`config.mk`:
```
export PLATFORM = sky130hd
export DESIGN_NAME = job_dispatcher
export DESIGN_NICKNAME = d
export VERILOG_FILES = /design/src/rtl/videocard_pkg.sv /design/src/rtl/dispatch_watchdog.sv /design/src/rtl/job_dispatcher.sv
export SDC_FILE = /design/constraint.sdc
export NUM_CORES = 1
export LEC_CHECK = 0
export CAP_MARGIN = 10
export CORE_MARGIN = 4
export CORE_UTILIZATION = 45
export DETAILED_ROUTE_END_ITERATION = 10
export DONT_BUFFER_PORTS = 1
export PLACE_DENSITY = 0.59
export SLEW_MARGIN = 20
export SYNTH_ARGS = -nofsm -noshare
export SYNTH_HDL_FRONTEND = slang
export SYNTH_SLANG_ARGS = --single-unit
```
`constraint.sdc`:
```
create_clock -name clk -period 2.75 [get_ports clk]
set_input_delay 0.1375 -clock clk [delete_from_list [all_inputs] [get_ports clk]]
set_output_delay 0.1375 -clock clk [all_outputs]
set_load 0.01 [all_outputs]
```
`src/rtl/videocard_pkg.sv`:
```
// rtl/videocard_pkg.sv - shared dispatcher state encoding and default sizing
package videocard_pkg;

   localparam int DEF_CORE_NUM  = 4;
   localparam int DEF_INT_NUM   = 3;
   localparam int DEF_TIMEOUT_W = 16;

   typedef logic [1:0] state_t;

   localparam state_t ST_IDLE   = 2'd0;
   localparam state_t ST_LAUNCH = 2'd1;
   localparam state_t ST_WAIT   = 2'd2;
   localparam state_t ST_FINISH = 2'd3;

endpackage

```
`src/rtl/dispatch_watchdog.sv`:
```
// rtl/dispatch_watchdog.sv - wrapping cycle counter with limit compare for the WAIT watchdog
module dispatch_watchdog #(
   parameter int TIMEOUT_W = 16
) (
   input  logic                 clk,
   input  logic                 reset_n,
   input  logic                 i_clear,
   input  logic                 i_enable,
   input  logic [TIMEOUT_W-1:0] i_limit,
   output logic                 o_expire
);

   logic [TIMEOUT_W-1:0] r_count;
   logic [TIMEOUT_W-1:0] w_count_inc;

   assign w_count_inc = r_count + TIMEOUT_W'(1);

   // Expiry looks one count ahead so the job ends after exactly i_limit enabled cycles.
   assign o_expire = (i_limit != '0) && (w_count_inc == i_limit);

   always_ff @(posedge clk or negedge reset_n) begin
      if (!reset_n) begin
         r_count <= '0;
      end else if (i_clear) begin
         r_count <= '0;
      end else if (i_enable) begin
         r_count <= w_count_inc;
      end
   end

endmodule

```
`src/rtl/job_dispatcher.sv`:
```
// rtl/job_dispatcher.sv - launches a job on enabled shader cores and collects completion
module job_dispatcher
   import videocard_pkg::*;
#(
   parameter int CORE_NUM  = DEF_CORE_NUM,
   parameter int INT_NUM   = DEF_INT_NUM,
   parameter int TIMEOUT_W = DEF_TIMEOUT_W
) (
   input  logic                 clk,
   input  logic                 reset_n,
   input  logic                 start,
   input  logic [INT_NUM-1:0]   int_num_in,
   input  logic [CORE_NUM-1:0]  core_en,
   input  logic [TIMEOUT_W-1:0] timeout_limit,
   input  logic [CORE_NUM-1:0]  core_done,
   output logic [CORE_NUM-1:0]  core_start,
   output logic [INT_NUM-1:0]   core_int_num,
   output logic                 busy,
   output logic                 finish,
   output logic                 timed_out,
   output logic [CORE_NUM-1:0]  done_mask,
   output logic                 overrun
);

   state_t                r_state;
   logic [CORE_NUM-1:0]   r_en_mask;
   logic                  r_pend_valid;
   logic [CORE_NUM-1:0]   r_pend_en;
   logic [INT_NUM-1:0]    r_pend_job;

   logic [CORE_NUM-1:0]   r_core_start;
   logic [INT_NUM-1:0]    r_core_int_num;
   logic                  r_busy;
   logic                  r_finish;
   logic                  r_timed_out;
   logic [CORE_NUM-1:0]   r_done_mask;
   logic                  r_overrun;

   state_t                w_next_state;
   logic [CORE_NUM-1:0]   w_nxt_mask;
   logic                  w_launch;
   logic [CORE_NUM-1:0]   w_launch_en;
   logic [INT_NUM-1:0]    w_launch_job;
   logic                  w_empty;
   logic                  w_timeout;
   logic                  w_pend_req;
   logic                  w_pend_take;
   logic                  w_expire;

   dispatch_watchdog #(
      .TIMEOUT_W (TIMEOUT_W)
   ) u_watchdog (
      .clk      (clk),
      .reset_n  (reset_n),
      .i_clear  (r_state == ST_LAUNCH),
      .i_enable (r_state == ST_WAIT),
      .i_limit  (timeout_limit),
      .o_expire (w_expire)
   );

   assign w_nxt_mask = r_done_mask | (core_done & r_en_mask);
   assign w_pend_req = start && (r_state != ST_IDLE);

   always_comb begin
      w_next_state = r_state;
      w_launch     = 1'b0;
      w_launch_en  = '0;
      w_launch_job = '0;
      w_empty      = 1'b0;
      w_timeout    = 1'b0;
      w_pend_take  = 1'b0;
      case (r_state)
         ST_IDLE: begin
            if (start) begin
               if (core_en != '0) begin
                  w_next_state = ST_LAUNCH;
                  w_launch     = 1'b1;
                  w_launch_en  = core_en;
                  w_launch_job = int_num_in;
               end else begin
                  w_next_state = ST_FINISH;
                  w_empty      = 1'b1;
               end
            end
         end
         ST_LAUNCH: begin
            w_next_state = ST_WAIT;
         end
         ST_WAIT: begin
            // Completion is checked first so it wins over a simultaneous expiry.
            if (w_nxt_mask == r_en_mask) begin
               w_next_state = ST_FINISH;
            end else if (w_expire) begin
               w_next_state = ST_FINISH;
               w_timeout    = 1'b1;
            end
         end
         default: begin
            if (r_pend_valid) begin
               w_pend_take = 1'b1;
               if (r_pend_en != '0) begin
                  w_next_state = ST_LAUNCH;
                  w_launch     = 1'b1;
                  w_launch_en  = r_pend_en;
                  w_launch_job = r_pend_job;
               end else begin
                  w_next_state = ST_FINISH;
                  w_empty      = 1'b1;
               end
            end else begin
               w_next_state = ST_IDLE;
            end
         end
      endcase
   end

   always_ff @(posedge clk or negedge reset_n) begin
      if (!reset_n) begin
         r_state        <= ST_IDLE;
         r_en_mask      <= '0;
         r_pend_valid   <= 1'b0;
         r_pend_en      <= '0;
         r_pend_job     <= '0;
         r_core_start   <= '0;
         r_core_int_num <= '0;
         r_busy         <= 1'b0;
         r_finish       <= 1'b0;
         r_timed_out    <= 1'b0;
         r_done_mask    <= '0;
         r_overrun      <= 1'b0;
      end else begin
         r_state      <= w_next_state;
         r_busy       <= (w_next_state != ST_IDLE);
         r_finish     <= (w_next_state == ST_FINISH);
         r_timed_out  <= w_timeout;
         r_core_start <= w_launch ? w_launch_en : '0;
         r_overrun    <= w_pend_req && r_pend_valid;

         if (w_launch) begin
            r_en_mask      <= w_launch_en;
            r_core_int_num <= w_launch_job;
            r_done_mask    <= '0;
         end else if (w_empty) begin
            r_done_mask    <= '0;
         end else if (r_state == ST_WAIT) begin
            r_done_mask    <= w_nxt_mask;
         end

         // A full slot is only ever freed by FINISH, so store and take never coincide.
         if (w_pend_req && !r_pend_valid) begin
            r_pend_valid <= 1'b1;
            r_pend_en    <= core_en;
            r_pend_job   <= int_num_in;
         end else if (w_pend_take) begin
            r_pend_valid <= 1'b0;
         end
      end
   end

   assign core_start   = r_core_start;
   assign core_int_num = r_core_int_num;
   assign busy         = r_busy;
   assign finish       = r_finish;
   assign timed_out    = r_timed_out;
   assign done_mask    = r_done_mask;
   assign overrun      = r_overrun;

endmodule

```
==> metrics <==
Unique masters post-synth 52; RSZ-0062 raised after global routing no; final net count 319; Clock Latency Late Sink 0.29 ns; Worst R2R Start u_watchdog.r_count[0]; ys async rst share 100%; status complete, no violations; GRT Total Usage 18.6%; hold crit path type in -> reg; Req. time, crit path 2.98 ns; Post-DP Area 2730 um^2; post-CTS setup buffers 0; Slew headroom 59.7%; core area 5610 um^2; endpoint class of the critical path register; CP Class reg -> reg; Setup WS pre-CTS 0.404 ns; cell area power density 904 nW/um^2; number of I/O pins 45; Clock Root Buffer clkbuf_8; max frequency 0.419 GHz; Placer Congestion 0.878; Via Count 2091; Slew Limit Fails 0; Post-Layout Inst Area 2970 um^2; initial DRC count 100; sequential element share of the synthesized area 42.3%; CP startpoint kind register; Post-synth EDFFs 0; port bufs 0; Pleak 1.25 nW; Post-Syn Instances 269; Layout area overhead 11.6%; Ys Warns 0; initial antenna violation count 0; Crit Path Max Fanout 8; drt drc 0; flop-to-flop setup slack 0.37 ns; hpwl dp 4890 um; share of cells above drive strength 1 12.6%; total grt overflow 0; H-tree lvl count 2; Mapped Area 2660 um^2; Total Power 0.00269 W; Clock transition at path regs 0.09 ns; Avg Vias per Cell 5.86; vias in the first global route 2142; Critical Path End timed_out; first-pass GRT wire length 10700 um; total CTS buffers 5; post-layout min period 2.38 ns; total clock sinks 45; CTS tree done; fin crit share 86.7%; synthesized area per cell 9.90 um^2; Worst Setup Slack, final 0.366 ns; Initial Util 47.5%; Fin. Hold Viols 0; Primary FF master, synth dfrtp_1; Synth Register Bits 45; Mapped Nets 304; Layout Skew 0.00618 ns; final core occ 53.0%; largest net degree at the start of global routing 46; Antenna Violating Nets Remaining 0; Setup crit start u_watchdog.r_count[0]; Die ar. 7210 um^2; Worst VDD drop 434 uV; R2R cell count 7; WL final 6630 um; Max Root-Sink Buffers 2; # setup viols final 0; setup_tns 0 ns; Die Y 84.9 um; ANT cells 0; worst-margin pin slew 0.602 ns; drt wl/cell 18.6 um; FP Rows 27; Die W 84.9 um; MaxCap Viol Count 0; CP arrival 2.61 ns; reg-to-reg endpoint timed_out; drt first pass iters 4
cell type report:
cell class / count / area [um^2]
clock buffers: 6 / 82.6
clock inverters: 2 / 13.8
fillers: 539 / 2630
inverters: 13 / 48.8
multi-input cells: 201 / 1430
flip-flops and latches: 45 / 1130
well taps: 72 / 90.1
repair buffers: 18 / 185
flip-flops by register name (all words and copies together) (netlist names):
name and flops:
r_pend_en 4, u_watchdog.r_count 16, r_en_mask 4, core_start 4, finish 1, timed_out 1, busy 1, r_pend_job 3
overrun 1, done_mask 4, r_state 2, r_pend_valid 1, core_int_num 3
cell families (layout without fill, tap and decap cells):
| family | Yosys count | after routing | share of synthesized area (%) |
|---|---|---|---|
| simple gates | 96 | 96 | 20.9 |
| compound gates | 67 | 67 | 18.6 |
| flops | 45 | 45 | 42.3 |
| buf+inv | 23 | 39 | 4.13 |
| xor+xnor | 22 | 22 | 7.23 |
| mux | 11 | 11 | 4.51 |
| fa+ha+maj | 5 | 5 | 2.35 |
report_power, final:
| part | internal, W | switching [W] |
|---|---|---|
| Combinational | 0.000463 | 0.000660 |
| Clock | 0.000204 | 0.000224 |
| Sequential | 0.000888 | 0.000249 |
placed cells by master (no fill, tap or decap), types with 3 or more instances in the layout:
cell           instances
dfrtp_1               45
nand2_1               27
o21ai_0               14
xnor2_1               14
nor2_1                14
inv_1                 13
nand3_1               13
dlygate4sd3_1         12
a21oi_1               11
o31ai_1                8
nand4_1                8
xor2_1                 8
mux2_2                 8
a22o_1                 7
nor4_1                 6
a21o_1                 6
clkbuf_8               6
ha_1                   5
buf_4                  5
nor3b_1                3
a31oi_1                3
nor3_1                 3
and4_1                 3
mux2i_1                3
a22oi_1                3
through the flow:
| stage | hold WS (ns) | cells |
|---|---|---|
| after floorplan | -0.158 | 269 |
| after global placement | -0.157 | 336 |
| after detailed placement | -0.157 | 336 |
| after CTS | 0.000898 | 357 |
| after global routing | 0.00467 | 357 |
| final | 0.00477 | 357 |
worst min path at each step:
stage	to	slack, ns	startpoint	cells past startpoint
CTS	core_int_num[2]	0.0009	int_num_in[2]	2
floorplan	busy	-0.16	reset_n	0
finish	core_start[1]	0.005	core_en[1]	1
detailed placement	u_watchdog.r_count[15]	-0.16	reset_n	0
global route	core_start[2]	0.005	core_en[2]	1
global placement	u_watchdog.r_count[15]	-0.16	reset_n	0
repair_timing:
item | 4_1_cts | 5_1_grt
endpoints found under the hold margin | 59 | 0
resized for setup | 0 | 0
hold buffers | 13 | 0
synth_stat cells, types with 4 or more instances:
library cell | instances | share of area, %
ha_1 | 5 | 2.3
inv_1 | 13 | 1.8
a22o_1 | 7 | 2.3
xor2_1 | 8 | 2.6
xnor2_1 | 14 | 4.6
clkbuf_1 | 4 | 0.56
buf_4 | 4 | 1.1
a21o_1 | 6 | 1.7
nor2_1 | 14 | 2.0
nand4_1 | 8 | 1.9
mux2_2 | 8 | 3.4
a21oi_1 | 11 | 2.1
nor4_1 | 6 | 1.4
dfrtp_1 | 45 | 42
o31ai_1 | 8 | 2.3
nand3_1 | 13 | 2.4
o21ai_0 | 14 | 2.6
nand2_1 | 27 | 3.8
per-layer routing:
layer | vias to the layer above | global-route usage (%) | routed length, um | share of wire [%]
li1 | 1013 | - | - | -
met1 | 1018 | 26.7 | 3280 | 50
met2 | 53 | 28.7 | 2970 | 45
met3 | 7 | 4.08 | 297 | 4.5
met4 | 0 | 4.60 | 74 | 1.1
met5 | - | 0 | 0 | 0
worst max-delay path: stages (launching register included):
cell and delay (ns):
dfrtp_1 0.49, ha_1 0.27, nand3_1 0.26, a2111oi_4 0.36, nand3_2 0.13, a2111oi_4 0.39
nor4b_2 0.23, and4_1 0.20
No activity file was read; power rests on OpenSTA's default activity.
